### config.mk
export PLATFORM = sky130hd
export DESIGN_NAME = wb_stage_flat
export DESIGN_NICKNAME = d
export VERILOG_FILES = /design/src/rtl/wb_stage_pkg.sv /design/src/rtl/wb_stage_if.sv /design/src/rtl/wb_port_merge.sv /design/src/rtl/wb_stage.sv /design/src/flat_wrapper.sv
export SDC_FILE = /design/constraint.sdc
export NUM_CORES = 1
export LEC_CHECK = 0
export ABC_CLOCK_PERIOD_IN_PS = 2100
export BUFFER_PORTS_ARGS = -buffer_cell sky130_fd_sc_hd__buf_2
export CAP_MARGIN = 20
export CORE_UTILIZATION = 40
export CTS_CLUSTER_DIAMETER = 50
export DETAILED_ROUTE_END_ITERATION = 7
export PLACE_DENSITY = 0.7
export SYNTH_ARGS = -nofsm -noshare
export SYNTH_HDL_FRONTEND = slang
export SYNTH_SLANG_ARGS = --single-unit
### constraint.sdc
create_clock -name clk -period 2.1 [get_ports clk]
set_input_delay 0.21 -clock clk [delete_from_list [all_inputs] [get_ports clk]]
set_output_delay 0.21 -clock clk [all_outputs]
set_load 0.05 [all_outputs]
### src/rtl/wb_stage_pkg.sv
// Shared types and constants for the writeback stage: op selectors, FSM
// states and default widths of the register-file interface.
package wb_stage_pkg;

   localparam int WB_DW = 16;
   localparam int WB_AW = 4;
   localparam int WB_CW = 16;

   localparam logic [1:0] WB_NONE = 2'b00;
   localparam logic [1:0] WB_ALU  = 2'b01;
   localparam logic [1:0] WB_LOAD = 2'b10;
   localparam logic [1:0] WB_DUAL = 2'b11;

   typedef enum logic {
      IDLE    = 1'b0,
      WAIT_LD = 1'b1
   } wb_state_t;

endpackage

### src/rtl/wb_stage_if.sv
// Bundle between memory stage, load-data return, register-file write ports
// and hazard/decode status. The slave side is the writeback stage itself.
interface wb_stage_if
   import wb_stage_pkg::*;
#(
   parameter int DW = WB_DW,
   parameter int AW = WB_AW,
   parameter int CW = WB_CW
) ();

   logic          in_valid;
   logic          in_ready;
   logic [1:0]    wb_sel;
   logic [AW-1:0] rd_a;
   logic [AW-1:0] rd_b;
   logic [DW-1:0] res_a;
   logic [DW-1:0] res_b;
   logic          mem_rvalid;
   logic [DW-1:0] mem_rdata;
   logic          w_enable1;
   logic          w_enable2;
   logic [AW-1:0] addr1;
   logic [AW-1:0] addr2;
   logic [DW-1:0] d1writeback;
   logic [DW-1:0] d2writeback;
   logic          ld_pending;
   logic [AW-1:0] ld_rd;
   logic [CW-1:0] retire_cnt;
   logic          stray_rvalid;

   modport master (
      output in_valid, wb_sel, rd_a, rd_b, res_a, res_b, mem_rvalid, mem_rdata,
      input  in_ready, w_enable1, w_enable2, addr1, addr2, d1writeback,
             d2writeback, ld_pending, ld_rd, retire_cnt, stray_rvalid
   );

   modport slave (
      input  in_valid, wb_sel, rd_a, rd_b, res_a, res_b, mem_rvalid, mem_rdata,
      output in_ready, w_enable1, w_enable2, addr1, addr2, d1writeback,
             d2writeback, ld_pending, ld_rd, retire_cnt, stray_rvalid
   );

endinterface

### src/rtl/wb_port_merge.sv
// Combinational write-port shaping: resolves same-address dual writes in
// favour of the secondary result and zeroes every idle port.
module wb_port_merge #(
   parameter int DW = 16,
   parameter int AW = 4
) (
   input  logic          i_req1,
   input  logic          i_req2,
   input  logic [AW-1:0] i_addr1,
   input  logic [AW-1:0] i_addr2,
   input  logic [DW-1:0] i_data1,
   input  logic [DW-1:0] i_data2,
   output logic          o_en1,
   output logic          o_en2,
   output logic [AW-1:0] o_addr1,
   output logic [AW-1:0] o_addr2,
   output logic [DW-1:0] o_data1,
   output logic [DW-1:0] o_data2
);

   logic w_collide;

   assign w_collide = i_req1 && i_req2 && (i_addr1 == i_addr2);

   always_comb begin
      // NOTE: every output gets a default first so no path leaves one unassigned (no latch).
      o_en1   = 1'b0;
      o_en2   = 1'b0;
      o_addr1 = '0;
      o_addr2 = '0;
      o_data1 = '0;
      o_data2 = '0;
      if (i_req1) begin
         o_en1 = 1'b1;
         if (w_collide) begin
            o_addr1 = i_addr2;
            o_data1 = i_data2;
         end else begin
            o_addr1 = i_addr1;
            o_data1 = i_data1;
         end
      end
      // Port 2 only ever rides alongside port 1, and never to the same register.
      if (i_req1 && i_req2 && !w_collide) begin
         o_en2   = 1'b1;
         o_addr2 = i_addr2;
         o_data2 = i_data2;
      end
   end

endmodule

### src/rtl/wb_stage.sv
// Writeback stage: accepts retiring ops, waits for load data and drives
// one-cycle registered write pulses into the register file.
module wb_stage
   import wb_stage_pkg::*;
#(
   parameter int DW = WB_DW,
   parameter int AW = WB_AW,
   parameter int CW = WB_CW
) (
   input  logic     clk,
   input  logic     rst,
   wb_stage_if.slave bus
);

   wb_state_t     r_state;
   wb_state_t     w_next_state;

   logic          w_accept;
   logic          w_ld_done;
   logic          w_retire;
   logic          w_req1;
   logic          w_req2;
   logic [AW-1:0] w_addr1;
   logic [DW-1:0] w_data1;

   logic          w_m_en1;
   logic          w_m_en2;
   logic [AW-1:0] w_m_addr1;
   logic [AW-1:0] w_m_addr2;
   logic [DW-1:0] w_m_data1;
   logic [DW-1:0] w_m_data2;

   logic          r_en1;
   logic          r_en2;
   logic [AW-1:0] r_addr1;
   logic [AW-1:0] r_addr2;
   logic [DW-1:0] r_data1;
   logic [DW-1:0] r_data2;
   logic [AW-1:0] r_ld_rd;
   logic [CW-1:0] r_retire_cnt;
   logic          r_stray;

   assign bus.in_ready = (r_state == IDLE) && !rst;
   assign w_accept     = bus.in_valid && bus.in_ready;
   assign w_ld_done    = (r_state == WAIT_LD) && bus.mem_rvalid;

   // Load completion and a new accept are exclusive by state, so they share port 1.
   assign w_req1   = w_ld_done || (w_accept && (bus.wb_sel == WB_ALU || bus.wb_sel == WB_DUAL));
   assign w_req2   = w_accept && (bus.wb_sel == WB_DUAL);
   assign w_addr1  = w_ld_done ? r_ld_rd : bus.rd_a;
   assign w_data1  = w_ld_done ? bus.mem_rdata : bus.res_a;
   assign w_retire = w_ld_done || (w_accept && (bus.wb_sel != WB_LOAD));

   wb_port_merge #(.DW(DW), .AW(AW)) u_merge (
      .i_req1  (w_req1),
      .i_req2  (w_req2),
      .i_addr1 (w_addr1),
      .i_addr2 (bus.rd_b),
      .i_data1 (w_data1),
      .i_data2 (bus.res_b),
      .o_en1   (w_m_en1),
      .o_en2   (w_m_en2),
      .o_addr1 (w_m_addr1),
      .o_addr2 (w_m_addr2),
      .o_data1 (w_m_data1),
      .o_data2 (w_m_data2)
   );

   always_ff @(posedge clk) begin
      // NOTE: sequential state uses non-blocking assignment so all flops update together.
      if (rst) r_state <= IDLE;
      else     r_state <= w_next_state;
   end

   always_comb begin
      w_next_state = r_state;
      case (r_state)
         IDLE:    if (w_accept && bus.wb_sel == WB_LOAD) w_next_state = WAIT_LD;
         WAIT_LD: if (bus.mem_rvalid)                    w_next_state = IDLE;
         default: w_next_state = IDLE;
      endcase
   end

   always_ff @(posedge clk) begin
      if (rst) begin
         r_en1        <= 1'b0;
         r_en2        <= 1'b0;
         r_addr1      <= '0;
         r_addr2      <= '0;
         r_data1      <= '0;
         r_data2      <= '0;
         r_ld_rd      <= '0;
         r_retire_cnt <= '0;
         r_stray      <= 1'b0;
      end else begin
         r_en1   <= w_m_en1;
         r_en2   <= w_m_en2;
         r_addr1 <= w_m_addr1;
         r_addr2 <= w_m_addr2;
         r_data1 <= w_m_data1;
         r_data2 <= w_m_data2;
         if (w_retire) r_retire_cnt <= r_retire_cnt + CW'(1);
         if (w_accept && bus.wb_sel == WB_LOAD) r_ld_rd <= bus.rd_a;
         else if (w_ld_done)                    r_ld_rd <= '0;
         // A response with no load outstanding is flagged, never written.
         if (r_state == IDLE && bus.mem_rvalid) r_stray <= 1'b1;
      end
   end

   assign bus.w_enable1    = r_en1;
   assign bus.w_enable2    = r_en2;
   assign bus.addr1        = r_addr1;
   assign bus.addr2        = r_addr2;
   assign bus.d1writeback  = r_data1;
   assign bus.d2writeback  = r_data2;
   assign bus.ld_pending   = (r_state == WAIT_LD);
   assign bus.ld_rd        = r_ld_rd;
   assign bus.retire_cnt   = r_retire_cnt;
   assign bus.stray_rvalid = r_stray;

endmodule

### src/flat_wrapper.sv
// flat-port wrapper written by rule: the top's interface ports become plain ports
module wb_stage_flat import wb_stage_pkg::*;
#(
   parameter int DW = WB_DW,
   parameter int AW = WB_AW,
   parameter int CW = WB_CW
)
  (clk, rst, bus_in_valid, bus_wb_sel, bus_rd_a, bus_rd_b, bus_res_a, bus_res_b, bus_mem_rvalid, bus_mem_rdata, bus_in_ready, bus_w_enable1, bus_w_enable2, bus_addr1, bus_addr2, bus_d1writeback, bus_d2writeback, bus_ld_pending, bus_ld_rd, bus_retire_cnt, bus_stray_rvalid);
  wb_stage_if #(.DW(DW), .AW(AW), .CW(CW)) bus_i ();
  input  logic clk;
  input  logic rst;
  input wire logic [$bits(bus_i.in_valid)-1:0] bus_in_valid;
  input wire logic [$bits(bus_i.wb_sel)-1:0] bus_wb_sel;
  input wire logic [$bits(bus_i.rd_a)-1:0] bus_rd_a;
  input wire logic [$bits(bus_i.rd_b)-1:0] bus_rd_b;
  input wire logic [$bits(bus_i.res_a)-1:0] bus_res_a;
  input wire logic [$bits(bus_i.res_b)-1:0] bus_res_b;
  input wire logic [$bits(bus_i.mem_rvalid)-1:0] bus_mem_rvalid;
  input wire logic [$bits(bus_i.mem_rdata)-1:0] bus_mem_rdata;
  output wire logic [$bits(bus_i.in_ready)-1:0] bus_in_ready;
  output wire logic [$bits(bus_i.w_enable1)-1:0] bus_w_enable1;
  output wire logic [$bits(bus_i.w_enable2)-1:0] bus_w_enable2;
  output wire logic [$bits(bus_i.addr1)-1:0] bus_addr1;
  output wire logic [$bits(bus_i.addr2)-1:0] bus_addr2;
  output wire logic [$bits(bus_i.d1writeback)-1:0] bus_d1writeback;
  output wire logic [$bits(bus_i.d2writeback)-1:0] bus_d2writeback;
  output wire logic [$bits(bus_i.ld_pending)-1:0] bus_ld_pending;
  output wire logic [$bits(bus_i.ld_rd)-1:0] bus_ld_rd;
  output wire logic [$bits(bus_i.retire_cnt)-1:0] bus_retire_cnt;
  output wire logic [$bits(bus_i.stray_rvalid)-1:0] bus_stray_rvalid;
  assign bus_i.in_valid = bus_in_valid;
  assign bus_i.wb_sel = bus_wb_sel;
  assign bus_i.rd_a = bus_rd_a;
  assign bus_i.rd_b = bus_rd_b;
  assign bus_i.res_a = bus_res_a;
  assign bus_i.res_b = bus_res_b;
  assign bus_i.mem_rvalid = bus_mem_rvalid;
  assign bus_i.mem_rdata = bus_mem_rdata;
  assign bus_in_ready = bus_i.in_ready;
  assign bus_w_enable1 = bus_i.w_enable1;
  assign bus_w_enable2 = bus_i.w_enable2;
  assign bus_addr1 = bus_i.addr1;
  assign bus_addr2 = bus_i.addr2;
  assign bus_d1writeback = bus_i.d1writeback;
  assign bus_d2writeback = bus_i.d2writeback;
  assign bus_ld_pending = bus_i.ld_pending;
  assign bus_ld_rd = bus_i.ld_rd;
  assign bus_retire_cnt = bus_i.retire_cnt;
  assign bus_stray_rvalid = bus_i.stray_rvalid;
  wb_stage #(.DW(DW), .AW(AW), .CW(CW)) u_core (.clk(clk), .rst(rst), .bus(bus_i));
endmodule
# Word level (Yosys, flattened, before mapping)
# Cells that the tools add are included.
# Widths: inputs -> output; s select.
# classes
order_cmp,0
n_div,0
shift,0
n_bitwise,3
mul,0
n_reduce_logical,19
eq_ne,5
add_sub_neg,1
muxes,11
# op_table
cell,n
$mux 16,2
$add 16x1->16 const B,1
$mux 4,4
$logic_and 1x1->1,11
$eq 2x2->1 const B,2
$eq 4x4->1,1
$mux 1,4
$reduce_or 2->1,2
$logic_or 1x1->1,3
$not 1->1,3
$eq 2x1->1 const B,1
$logic_not 1->1,2
$ne 2x2->1 const B,1
$pmux 1 s2,1
$reduce_bool 2->1,1
# word_totals
inputBits,62
memories,0
mem_bits_ro,0
out_inout_bits,65
ram_bits,0
latch_bits,0
wordCells,49
register_bits,64

# Depth between registers and ports, before layout
# Gate-level depths: netlist of run 1.
# logic_depth
depth_word,11
depth_mapped,7
ltp_nobuf,4

# By module
# Synthesis of run 1 repeated with hierarchy kept, for this count alone.
# hier_totals
cells_unflattened,320
area_unflattened_um2,2956.6
# by_module_without_submodules
mod,area_each_um2,n_inst,cells_each,seq_area_each_um2
wb_stage,2418.6,1,234,1281.2
wb_port_merge,538.0,1,86,0.0

# Least setup slack after synthesis of run 1
# OpenSTA, ideal clock, no wires.
# synth_path
kind,flip-flop to flip-flop
start,"register u_core.r_state, in the netlist u_core.bus.ld_pending"
end,"register u_core.r_data1[0], in the netlist u_core.bus.d1writeback[0]"
synth_period_minus_slack_ns,2.386
setup_time_ns,0.132
arrival_time_ns,2.254
path_stages_with_launch,6
setup_slack_ns,-0.286
path_buffers,1
t_required_ns,1.968
path_cell_list,dfxtp_1 -> nor2_1 -> nand4_1 -> clkbuf_1 -> nor3_1 -> nor3_1
# synth_between
elab_chain_cells,8
elab_cells_between_ends,15
classes_between,1 x eq/ne; 3 x mux; 2 x bitwise; 9 x reduce/logical
# synth_lines
item,line,text
"start, declared",wb_stage.sv:15,wb_state_t r_state;
"start signal, assigned",wb_stage.sv:72,else r_state <= w_next_state;
$not 1->1 (*),wb_stage.sv:43,assign bus.in_ready = (r_state == IDLE) && !rst;
$logic_and 1x1->1 (*),wb_stage.sv:43,
named net bus_in_ready,flat_wrapper.sv:20,output wire logic [$bits(bus_i.in_ready)-1:0] bus_in_ready;
$logic_and 1x1->1 (*),wb_stage.sv:44,assign w_accept = bus.in_valid && bus.in_ready;
$logic_and 1x1->1,wb_stage.sv:48,assign w_req1 = w_ld_done || (w_accept && (bus.wb_sel == WB_ALU || bus.wb_sel == WB_DUAL));
$logic_or 1x1->1,wb_stage.sv:48,
$logic_and 1x1->1 (2 in a row),wb_port_merge.sv:23,assign w_collide = i_req1 && i_req2 && (i_addr1 == i_addr2);
$mux 16,wb_port_merge.sv:35,if (w_collide) begin
"end signal, assigned",wb_stage.sv:100,r_data1 <= w_m_data1;
"end, declared",wb_stage.sv:37,logic [DW-1:0] r_data1;
# The timed path passes the listed nets; every way through them passes the cells marked *.
# A chain may end at the register's enable or synchronous reset.

# Final worst setup path of run 1
# layout_path
start,"register u_core.r_retire_cnt[3], in the netlist u_core.bus.retire_cnt[3]"
end,"register u_core.r_retire_cnt[13], in the netlist u_core.bus.retire_cnt[13]"
# layout_between
elab_chain_cells,1
# layout_lines
item,line,text
"start, declared",wb_stage.sv:40,logic [CW-1:0] r_retire_cnt;
"start signal, assigned",wb_stage.sv:102,if (w_retire) r_retire_cnt <= r_retire_cnt + CW'(1);
$add 16x1->16,wb_stage.sv:102,
# Every way passes these cells.

==> results.ini, run 1 <==
[timing]
setup-tns-final_ns = 0
setup_viol_count_final = 0
worst_slew_pin_slew_ns = 0.499
final-hold-violation-count = 0
final.period_utilization_pct = 81.3
clock_period_minus_final_worst_setup_slack_ns = 1.71
slew_margin_rel_pct = 66.7
finalMaxSlewViolations = 0
fin_skew_ns = 0.00531
timing.fmax_ghz = 0.586
grt_setup_unrepaired = false

[critical_path]
worst-endpoint-required_ns = 2.38
worst-r2r-setup-slack_ns = 0.39
timing.critical_path.fanout_max = 8
start_kind = flip-flop
path_class = reg -> reg
critical_path.endpoint_type = flip-flop
arrival_ns = 1.98

[clocking]
tritoncts.num_buffers = 9
hold_buf_count_cts = 0
cts.sink_count = 64
ctsRootBufferMaster = sky130_fd_sc_hd__clkbuf_8
post_cts.resized_instances = 0
cts.path.max_buffers = 2
post_cts_buffers = 0
cts_tree = built
cts.clk_slew.worst_paths_ns = 0.07
worst_skew_pair.late_latency_ns = 0.34
cts.htree.levels = 3

[grt]
grt_usage_pct = 21.1
globalRoute.totalOverflow = 0
first_pass_grt_wire_length_mm = 10.7
vias_in_the_first_global_route = 2205
grt_start_max_net_pins = 37
number_of_antenna_violations_at_the_first_check_in_global_routing = 0

[floorplanning]
area_of_the_die_um2 = 6860
floorplan.die.width_um = 82.8
core-area_um2 = 6310
die_h_um = 82.8
placement_rows = 29
top_level_ports = 127
initial_core_util_pct = 41.4

[route]
route.detailed.drc = 0
detailedRoute.firstIterationViolations = 87
drt_first_pass_iters = 4
wire_length_reported_by_the_detailed_router_mm = 7.32
drtAntennaViolNets = 0
vias_per_cell = 5.24
detail_route.wl_per_cell_um = 14.7
num_vias = 2598

[cells_and_area]
layout-drive-gt1-share_pct = 36.8
layout.core_utilization_pct = 55.7
antenna-diode-count = 0
final_nets = 477
area_growth_syn_to_layout_pct = 34.7

[hold_path]
hold_class = in -> reg

[synth]
postSynthRegisterBits = 64
postSynth.topFlopCell = sky130_fd_sc_hd__dfxtp_1
nets_in_the_synthesized_netlist = 353
synth-edff-count = 0
synth_sequential_area_ratio_pct = 49.1
synth_warnings = 0
postSynth.asyncResetShare_pct = 0
syn_inst = 290
avgSynthCellArea_um2 = 9.00
mappedNetlistArea_um2 = 2610
synthDistinctLibCells = 34

[place]
sum_of_net_half_perimeters_after_detailed_placement_mm = 5.30
gp_congestion = 0.815
numPortBuffers = 126

[power]
vdd_ir_drop_max_mv = 0.437
leakage_power_total_uw = 0.00165
power.density_cell_area_nw_per_um2 = 775

[run]
drv_cap = 0

[outcome]
status = finished, final reports clean

sequential cells by signal, indices dropped and copies added, names as in the netlist, 4 cells and up:
| name | cells |
|---|---|
| u_core.bus.d2writeback | 16 |
| u_core.bus.d1writeback | 16 |
| u_core.bus.retire_cnt | 16 |
| u_core.bus.addr2 | 4 |
| u_core.bus.addr1 | 4 |
| u_core.bus.ld_rd | 4 |
layer usage:
metal / vias up / wire length (um) / global-route usage, %
met5: - / 0 / 0
met4: 0 / 128 / 8.97
met3: 13 / 722 / 7.87
met2: 109 / 3420 / 33.9
met1: 1168 / 3040 / 25.2
li1: 1308 / - / -
critical path: stages, from the launching register on:
cell and delay [ns]:
sky130_fd_sc_hd__dfxtp_1 0.43, sky130_fd_sc_hd__and4_1 0.30, sky130_fd_sc_hd__nand4_1 0.24, sky130_fd_sc_hd__or4_1 0.52
sky130_fd_sc_hd__a21oi_1 0.16
metrics by stage:
step / instance area [um^2] / cells / hold WS [ns] / power, uW / setup WS, ns
after floorplan: 2610 / 290 / 0.346 / 1490 / 0.0335
after global placement: 3310 / 480 / 0.453 / 1610 / 0.493
after detailed placement: 3310 / 480 / 0.452 / 1610 / 0.395
after CTS: 3520 / 496 / 0.0867 / 2750 / 0.385
after global routing: 3520 / 496 / 0.0944 / 2840 / 0.235
final: 3520 / 496 / 0.101 / 2730 / 0.392
cell type report:
cell class	instances	area, um^2
fillers	588	2800
flip-flops and latches	64	1280
multi-input cells	200	1210
repair buffers	135	698
clock buffers	11	131
well taps	77	96.3
clock inverters	5	81.3
inverters	4	15.0
report_power, final:
| part | internal, uW | leakage, uW | switching [uW] |
|---|---|---|---|
| logic | 112 | 0.00103 | 217 |
| clock network | 669 | 0.000104 | 475 |
| registers | 1240 | 0.000519 | 11.4 |
worst paths after layout:
kind,from,endpoint,cells after the start
worst max-delay path,u_core.bus.retire_cnt[3],u_core.bus.retire_cnt[13],4
worst min-delay path,bus_res_b[1],u_core.bus.d2writeback[1],2
worst max register to register,u_core.bus.retire_cnt[3],u_core.bus.retire_cnt[13],4
worst min register to register,u_core.bus.ld_rd[2],u_core.bus.addr1[2],2
synth_stat cells, types with 2 or more instances:
| library cell | n | area [um^2] |
|---|---|---|
| sky130_fd_sc_hd__buf_2 | 3 | 15.0 |
| sky130_fd_sc_hd__mux2_2 | 2 | 22.5 |
| sky130_fd_sc_hd__and4_1 | 5 | 43.8 |
| sky130_fd_sc_hd__o21ai_0 | 4 | 20.0 |
| sky130_fd_sc_hd__inv_1 | 4 | 15.0 |
| sky130_fd_sc_hd__or3_1 | 4 | 25.0 |
| sky130_fd_sc_hd__xnor2_1 | 4 | 35.0 |
| sky130_fd_sc_hd__nor2_1 | 10 | 37.5 |
| sky130_fd_sc_hd__or4_1 | 7 | 52.6 |
| sky130_fd_sc_hd__buf_6 | 2 | 22.5 |
| sky130_fd_sc_hd__and2_1 | 18 | 113 |
| sky130_fd_sc_hd__nor2b_1 | 3 | 18.8 |
| sky130_fd_sc_hd__a31oi_1 | 2 | 12.5 |
| sky130_fd_sc_hd__nor3_1 | 33 | 165 |
| sky130_fd_sc_hd__clkbuf_1 | 15 | 56.3 |
| sky130_fd_sc_hd__nand2_1 | 19 | 71.3 |
| sky130_fd_sc_hd__a21oi_1 | 21 | 105 |
| sky130_fd_sc_hd__nand4_1 | 5 | 31.3 |
| sky130_fd_sc_hd__a221oi_1 | 16 | 140 |
| sky130_fd_sc_hd__dfxtp_1 | 64 | 1280 |
| sky130_fd_sc_hd__o31ai_1 | 7 | 52.6 |
| sky130_fd_sc_hd__and3_1 | 21 | 131 |
| sky130_fd_sc_hd__nand3_1 | 10 | 50.1 |
logic make-up after synthesis:
logic type | after synthesis | share of synthesized area, %
fa+ha+maj | 1 | 0.479
flops | 64 | 49.1
mux | 3 | 1.25
compound gates | 53 | 13.8
xor+xnor | 5 | 1.68
buf+inv | 26 | 4.50
simple gates | 138 | 29.3
placed cells by master, fill, tap and decap left out:
master and count:
sky130_fd_sc_hd__a31oi_1 2, sky130_fd_sc_hd__clkinv_4 1, sky130_fd_sc_hd__buf_4 9, sky130_fd_sc_hd__buf_2 126, sky130_fd_sc_hd__nand2_1 19, sky130_fd_sc_hd__and4_1 5, sky130_fd_sc_hd__xnor2_1 4, sky130_fd_sc_hd__mux2i_1 1
sky130_fd_sc_hd__dfxtp_1 64, sky130_fd_sc_hd__ha_1 1, sky130_fd_sc_hd__a21o_1 1, sky130_fd_sc_hd__o21ai_0 4, sky130_fd_sc_hd__clkbuf_8 9, sky130_fd_sc_hd__nand2b_1 1, sky130_fd_sc_hd__or3_1 4, sky130_fd_sc_hd__nor2_2 1
sky130_fd_sc_hd__nand4_1 5, sky130_fd_sc_hd__bufinv_16 2, sky130_fd_sc_hd__a22oi_2 1, sky130_fd_sc_hd__nor2_1 9, sky130_fd_sc_hd__clkinv_2 1, sky130_fd_sc_hd__nor3_1 33, sky130_fd_sc_hd__and2_1 18, sky130_fd_sc_hd__clkinvlp_4 1
sky130_fd_sc_hd__a21oi_1 21, sky130_fd_sc_hd__xor2_1 1, sky130_fd_sc_hd__inv_1 4, sky130_fd_sc_hd__o31ai_1 7, sky130_fd_sc_hd__mux2_2 2, sky130_fd_sc_hd__and3_1 21, sky130_fd_sc_hd__or4_1 7, sky130_fd_sc_hd__or2_2 1
sky130_fd_sc_hd__and4bb_1 1, sky130_fd_sc_hd__a32oi_1 1, sky130_fd_sc_hd__nand3_1 10, sky130_fd_sc_hd__nor2b_1 3, sky130_fd_sc_hd__clkbuf_1 2, sky130_fd_sc_hd__a221oi_1 16
(Power assumes the default switching activity.)
==> run 2, diff against run 1 <==
--- a/config.mk
+++ b/config.mk
@@ -5,13 +5,14 @@
 export SDC_FILE = /design/constraint.sdc
 export NUM_CORES = 1
 export LEC_CHECK = 0
-export ABC_CLOCK_PERIOD_IN_PS = 2100
+export ABC_AREA = 1
+export ABC_CLOCK_PERIOD_IN_PS = 1500
 export BUFFER_PORTS_ARGS = -buffer_cell sky130_fd_sc_hd__buf_2
 export CAP_MARGIN = 20
 export CORE_UTILIZATION = 40
 export CTS_CLUSTER_DIAMETER = 50
 export DETAILED_ROUTE_END_ITERATION = 7
-export PLACE_DENSITY = 0.7
+export PLACE_DENSITY = 0.71
 export SYNTH_ARGS = -nofsm -noshare
 export SYNTH_HDL_FRONTEND = slang
 export SYNTH_SLANG_ARGS = --single-unit
==> constraint.sdc (replaced) <==
create_clock -name clk -period 1.5 [get_ports clk]
set_input_delay 0.15 -clock clk [delete_from_list [all_inputs] [get_ports clk]]
set_output_delay 0.15 -clock clk [all_outputs]
set_load 0.05 [all_outputs]
==> run 2 against run 1 <==
Worst hold slack worse by 0.059 ns. Register-to-register slack worse by 0.37 ns. Flip-flop and latch count stayed put. Clock skew is 0.0065 ns higher. Critical path depth is 5 higher. Wire length is 13% higher. Critical endpoint is now u_core.bus.d1writeback[0]. Largest cell class is now multi-input gates.
==> results.ini, run 2 <==
[outcome]
status = finished, final reports clean

[timing]
clock_period_minus_final_worst_setup_slack_ns = 1.48
timing.fmax_ghz = 0.677
worst_slew_pin_slew_ns = 0.320
setup-tns-final_ns = 0
grt_setup_unrepaired = true
fin_skew_ns = 0.0118
final.period_utilization_pct = 98.5
setup_viol_count_final = 0
finalMaxSlewViolations = 0
final-hold-violation-count = 0
slew_margin_rel_pct = 78.5

[route]
num_vias = 3194
detail_route.wirelength.met1_mm = 3.50
detailedRoute.firstIterationViolations = 87
drtAntennaViolNets = 0
wire_length_reported_by_the_detailed_router_mm = 8.24
met3_length_um = 482
vias_per_cell = 4.64
detailroute.wirelength.met2_mm = 4.13
drt_first_pass_iters = 4
routed.top_layer = met4
route.detailed.drc = 0
detail_route.wl_per_cell_um = 12.0

[synth]
synth_warnings = 0
synthDistinctLibCells = 22
synthTopCellsByCount = 136 x sky130_fd_sc_hd__nand2_1, 74 x sky130_fd_sc_hd__inv_1, 64 x sky130_fd_sc_hd__dfxtp_1, 59 x sky130_fd_sc_hd__nor2_1
nets_in_the_synthesized_netlist = 505
synth.area.top_cells = sky130_fd_sc_hd__dfxtp_1 44%, sky130_fd_sc_hd__nand2_1 17%, sky130_fd_sc_hd__inv_1 9.4%, sky130_fd_sc_hd__nor2_1 7.5%, sky130_fd_sc_hd__nand4_1 4.5%
synth_largest_area_cell = sky130_fd_sc_hd__dfxtp_1
synth_top_area_share_pct = 43.5
postSynth.topFlopCell = sky130_fd_sc_hd__dfxtp_1
postSynth.asyncResetShare_pct = 0
synth_sequential_area_ratio_pct = 43.5
avgSynthCellArea_um2 = 6.66
mappedNetlistArea_um2 = 2940
synth-edff-count = 0
syn_inst = 442
synth_most_common_cell = sky130_fd_sc_hd__nand2_1
postSynthRegisterBits = 64

[place]
dpl_cell_area_um2 = 3800
numPortBuffers = 126
gp_congestion = 0.877
sum_of_net_half_perimeters_after_detailed_placement_mm = 5.90
post-place-cells = 663

[cells_and_area]
layoutNonFillerInstCount = 688
most_common_cell_after_layout_fill_and_taps_aside = sky130_fd_sc_hd__nand2_1
final_area_um2 = 4280
final_nets = 650
most-common-layout-cells = 127 x sky130_fd_sc_hd__nand2_1, 126 x sky130_fd_sc_hd__buf_2, 73 x sky130_fd_sc_hd__inv_1
layout.core_utilization_pct = 61.7
area_growth_syn_to_layout_pct = 45.5
antenna-diode-count = 0
fillCellCount = 658
layout-drive-gt1-share_pct = 36.1

[clocking]
cts.path.max_buffers = 2
ctsRootBufferMaster = sky130_fd_sc_hd__clkbuf_8
cts.sink_count = 64
cts.clk_slew.worst_paths_ns = 0.08
cts.htree.levels = 3
hold_buf_count_cts = 0
tritoncts.num_buffers = 9
worst_skew_pair.late_latency_ns = 0.34
cts_tree = built

[power]
power.density_cell_area_nw_per_um2 = 911
power.clock.fraction_pct = 40.6
internal_power_uw = 2810
p_total_uw = 3900
net-switching-power_uw = 1090
power.share.sequential_pct = 44.7
logic_pwr_share_pct = 14.7
leakage_power_total_uw = 0.00226
sw_frac_of_total_pct = 28.1
vdd_ir_drop_max_mv = 0.479

[grt]
first_pass_grt_wire_length_mm = 12.2
vias_in_the_first_global_route = 2843
grt_start_max_net_pins = 22
number_of_antenna_violations_at_the_first_check_in_global_routing = 0
globalRoute.totalOverflow = 0
grt_usage_pct = 20.5

[hold_path]
hold_class = in -> reg

[run]
drv_cap = 0

[critical_path]
path_class = reg -> reg
critical_path.endpoint_type = flip-flop
worst-r2r-setup-slack_ns = 0.02
arrival_ns = 1.71
start_kind = flip-flop
timing.critical_path.fanout_max = 14
worst-endpoint-required_ns = 1.73

[floorplanning]
area_of_the_die_um2 = 7710
top_level_ports = 127
initial_core_util_pct = 42.4
core-area_um2 = 6940
die_h_um = 87.8
placement_rows = 30
floorplan.die.width_um = 87.8

-- run 2: cell count changes after synthesis, moves of 10 or more --
cell                       previous run  this run
sky130_fd_sc_hd__nand3_1             10        20
sky130_fd_sc_hd__nand4_1              5        21
sky130_fd_sc_hd__nand2_1             19       136
sky130_fd_sc_hd__nor3_1              33        11
sky130_fd_sc_hd__nor2_1              10        59
sky130_fd_sc_hd__clkbuf_1            15         2
sky130_fd_sc_hd__inv_1                4        74
sky130_fd_sc_hd__a221oi_1            16         0
sky130_fd_sc_hd__and3_1              21         0
sky130_fd_sc_hd__and2_1              18         0
-- run 2: kinds of logic after synthesis --
| kind of cell | after synthesis | synth area share (%) |
|---|---|---|
| simple gates | 256 | 37.9 |
| buf+inv | 93 | 13.0 |
| flops | 64 | 43.5 |
| compound gates | 28 | 5.23 |
| fa+ha+maj | 1 | 0.425 |
-- run 2: power by group through the flow --
stage / sequential [uW] / combinational (uW) / clock [uW]
2_1_floorplan: 1890 / 215 / 0
3_3_place_gp: 1780 / 508 / 0
3_5_place_dp: 1780 / 511 / 0
4_1_cts: 1740 / 513 / 1600
5_1_grt: 1750 / 626 / 1680
6_report: 1740 / 572 / 1580
-- run 2: critical path: stages, from the launching register on --
cell                      delay, ns
sky130_fd_sc_hd__dfxtp_4       0.42
sky130_fd_sc_hd__buf_6         0.13
sky130_fd_sc_hd__nand3_2       0.07
sky130_fd_sc_hd__nand3_2       0.10
sky130_fd_sc_hd__nand2_4       0.07
sky130_fd_sc_hd__nor2_8        0.19
sky130_fd_sc_hd__buf_12        0.16
sky130_fd_sc_hd__nand4_1       0.10
sky130_fd_sc_hd__nand2_1       0.09
sky130_fd_sc_hd__nor2_1        0.04
-- run 2: metrics by stage --
| stage | hold slack [ns] | worst slack, ns |
|---|---|---|
| finish | 0.0415 | 0.0232 |
| global route | 0.0444 | -0.0836 |
| CTS | 0.0312 | 0.00247 |
| detailed placement | 0.388 | 0.0158 |
| global placement | 0.391 | 0.0612 |
| floorplan | 0.285 | -0.184 |
-- run 2: layout make-up --
cell class | count | area, um^2 | share of cell area, %
clock inverter | 6 | 66.3 | 1.55
tap | 96 | 120 | 2.80
clock buffer | 10 | 149 | 3.48
timing repair buffer | 148 | 913 | 21.3
inverter | 78 | 300 | 7.01
sequential | 64 | 1300 | 30.3
multi-input combinational | 286 | 1440 | 33.6
-- run 2: final timing paths --
path	from	end	cells past startpoint
setup / recovery	u_core.bus.ld_pending	u_core.bus.d1writeback[0]	9
hold / removal	bus_res_b[6]	u_core.bus.d2writeback[6]	3
setup reg to reg	u_core.bus.ld_pending	u_core.bus.d1writeback[0]	9
hold reg to reg	u_core.bus.retire_cnt[0]	u_core.bus.retire_cnt[0]	1
-- run 2: timing repair --
item	4_1_cts	5_1_grt
buffers inserted	0	6
setup endpoints to repair	0	49
resized for setup	0	42
-- run 2: per-layer routing --
layer	track usage (%)	vias to the layer above
met4	9.99	0
met1	24.6	1426
met3	4.34	12
met5	0	-
met2	34.9	108
li1	-	1648
==> run 3, diff against run 2 <==
--- a/config.mk
+++ b/config.mk
@@ -6,9 +6,9 @@
 export NUM_CORES = 1
 export LEC_CHECK = 0
 export ABC_AREA = 1
-export ABC_CLOCK_PERIOD_IN_PS = 1500
 export BUFFER_PORTS_ARGS = -buffer_cell sky130_fd_sc_hd__buf_2
 export CAP_MARGIN = 20
+export CORE_ASPECT_RATIO = 0.75
 export CORE_UTILIZATION = 40
 export CTS_CLUSTER_DIAMETER = 50
 export DETAILED_ROUTE_END_ITERATION = 7
@@ -16,3 +16,4 @@
 export SYNTH_ARGS = -nofsm -noshare
 export SYNTH_HDL_FRONTEND = slang
 export SYNTH_SLANG_ARGS = --single-unit
+export TNS_END_PERCENT = 20
==> run 3 against run 2 <==
The run now ends with setup timing left. Via count increased by 2.6%. Maximum frequency decreased by 6.8%. Sequential share of layout area increased by 0.28 points. Register-to-register slack got worse by 0.11 ns. Clock skew decreased by 0.0040 ns. Non-clock buffer count increased by 6. Clock power decreased by 6%. Core utilization decreased by 0.89 points. Flip-flop and latch count unchanged. Largest power group unchanged. Clock-buffer cell count decreased by 1.
==> results.ini, run 3 (same netlist as run 2, synthesis figures left out) <==
[timing]
grt_setup_unrepaired = true
final-hold-violation-count = 0
clock_period_minus_final_worst_setup_slack_ns = 1.58
slew_margin_rel_pct = 81.1
final.period_utilization_pct = 106
finalMaxSlewViolations = 0
worst_slew_pin_slew_ns = 0.282
worst_hold_slack_ns = 0.0326
fin_skew_ns = 0.00782
timing.fmax_ghz = 0.631
setup_viol_count_final = 25
final_critical_path_setup_slack_ns = -0.0850

[critical_path]
start_kind = flip-flop
arrival_ns = 1.83
worst-path-buf-inv = 2
critical_path.top_delay_family = simple AND/OR/NAND/NOR gates
timing.critical_path.mode_cell = sky130_fd_sc_hd__nand3_2
slowest_delay_ns = 0.44
critical_path.endpoint_type = flip-flop
critical-path-slowest-cell = sky130_fd_sc_hd__dfxtp_4
path_class = reg -> reg
worst-endpoint-required_ns = 1.74
worstPathCellList = buf_6, nand3_2, nand3_2, nand2_4, nor2_8, buf_12, nand4_1, nand2_1, nor2_1
timing.critical_path.fanout_max = 8

[run]
drv_cap = 0

[grt]
grt_start_max_net_pins = 22
first_pass_grt_wire_length_mm = 13.9
grt_usage_pct = 23.1
vias_in_the_first_global_route = 3012
globalRoute.totalOverflow = 0
number_of_antenna_violations_at_the_first_check_in_global_routing = 0

[clocking]
cts.sink_count = 64
worst_skew_pair.late_latency_ns = 0.35
tritoncts.num_buffers = 9
cts_tree = built
ctsRootBufferMaster = sky130_fd_sc_hd__clkbuf_8
cts.clk_slew.worst_paths_ns = 0.07
cts.path.max_buffers = 2
cts.htree.levels = 3
hold_buf_count_cts = 0

[power]
leakage_power_total_uw = 0.00227
power.clock.fraction_pct = 38.8
sw_frac_of_total_pct = 28.7
net-switching-power_uw = 1090
power.density_cell_area_nw_per_um2 = 899
vdd_ir_drop_max_mv = 0.476
logic_pwr_share_pct = 15.3
power.share.sequential_pct = 45.9
internal_power_uw = 2710

[place]
dpl_cell_area_um2 = 3830
sum_of_net_half_perimeters_after_detailed_placement_mm = 6.47
post-place-cells = 671
numPortBuffers = 126
gp_congestion = 0.892
dp_worst_setup_slack_ns = -0.0691

[floorplanning]
initial_core_util_pct = 42.3
core-area_um2 = 6960
area_of_the_die_um2 = 7710
top_level_ports = 127
floorplan.die.width_um = 101
die_h_um = 76.3
placement_rows = 26

[cells_and_area]
layoutNonFillerInstCount = 696
area_growth_syn_to_layout_pct = 43.7
layout-drive-gt1-share_pct = 34.6
final_nets = 656
most-common-layout-cells = 128 x sky130_fd_sc_hd__nand2_1, 126 x sky130_fd_sc_hd__buf_2, 74 x sky130_fd_sc_hd__inv_1
antenna-diode-count = 0
most_common_cell_after_layout_fill_and_taps_aside = sky130_fd_sc_hd__nand2_1
final_area_um2 = 4230

[route]
drtAntennaViolNets = 0
vias_per_cell = 4.71
route.detailed.drc = 0
detail_route.wl_per_cell_um = 12.8
num_vias = 3278
wire_length_reported_by_the_detailed_router_mm = 8.87
detailedRoute.firstIterationViolations = 192
drt_first_pass_iters = 5

[outcome]
status = finished, violations left
violations_in_the_final_reports = setup timing

[hold_path]
hold_class = in -> reg

[run 3: cell types whose count changed in the layout (fill, tap and decap cells not counted), moves of 2 or more]
cell                         delta
sky130_fd_sc_hd__nor2_4         -3
sky130_fd_sc_hd__clkinv_4       +2
sky130_fd_sc_hd__inv_4          -2
sky130_fd_sc_hd__dfxtp_1        +3
sky130_fd_sc_hd__nand3_1        +2
sky130_fd_sc_hd__clkinvlp_4     -2
sky130_fd_sc_hd__nor2_1         +5
sky130_fd_sc_hd__nand3_2        -2
sky130_fd_sc_hd__dfxtp_2        -3
sky130_fd_sc_hd__nand2_2        +4
sky130_fd_sc_hd__nand2_4        -5
sky130_fd_sc_hd__nor2_2         -2
sky130_fd_sc_hd__buf_4          +7
[run 3: metrics by stage]
stage                     setup TNS [ns]  utilization, %  power [uW]
final                             -0.380            60.8        3810
after floorplan                    -6.18               -        2110
after detailed placement           -1.19            55.1        2310
after CTS                         -0.113            58.7        3790
after global routing               -5.42            60.8        3950
after global placement                 0            55.1        2300
[run 3: layout make-up]
cell class	count	area, um^2
inverters	78	305
clock buffers	9	124
fillers	680	2730
repair buffers	154	946
flip-flops and latches	64	1290
multi-input cells	286	1370
well taps	98	123
clock inverters	7	71.3
[run 3: path summary, 6_finish.rpt]
path / endpoint / depth (start not counted) / startpoint / slack, ns
worst min register to register: u_core.bus.retire_cnt[0] / 1 / u_core.bus.retire_cnt[0] / 0.47
worst min-delay path: u_core.bus.d2writeback[8] / 3 / bus_res_b[8] / 0.03
worst max-delay path: u_core.bus.d1writeback[5] / 9 / u_core.bus.ld_pending / -0.08
worst max register to register: u_core.bus.d1writeback[5] / 9 / u_core.bus.ld_pending / -0.08
[run 3: worst register-to-register path: stages, from the launching register on]
cell and delay (ns):
sky130_fd_sc_hd__dfxtp_4 0.44, sky130_fd_sc_hd__buf_6 0.13, sky130_fd_sc_hd__nand3_2 0.08, sky130_fd_sc_hd__nand3_2 0.10, sky130_fd_sc_hd__nand2_4 0.07, sky130_fd_sc_hd__nor2_8 0.21
sky130_fd_sc_hd__buf_12 0.14, sky130_fd_sc_hd__nand4_1 0.14, sky130_fd_sc_hd__nand2_1 0.12, sky130_fd_sc_hd__nor2_1 0.05
[run 3: routing by layer]
layer  part of all wire (%)  global-route usage [%]
met3                    9.2                    5.96
met1                     45                    31.0
met2                     45                    36.1
met5                      0                       0
met4                    1.0                    7.39
[run 3: power by group through the flow]
stage                     Combinational (uW)  Clock (uW)  Sequential, uW
final                                    581        1480            1750
after global routing                     629        1570            1750
after CTS                                539        1510            1750
after detailed placement                 521           0            1780
after global placement                   518           0            1780
after floorplan                          214           0            1890
[run 3: timing repair]
action                     CTS  global route
hold endpoints to repair     0             0
cloned                       1             2
pin swaps                    4            12
setup endpoints to repair   37            50
buffers inserted             2             4
gates resized for setup      7            22
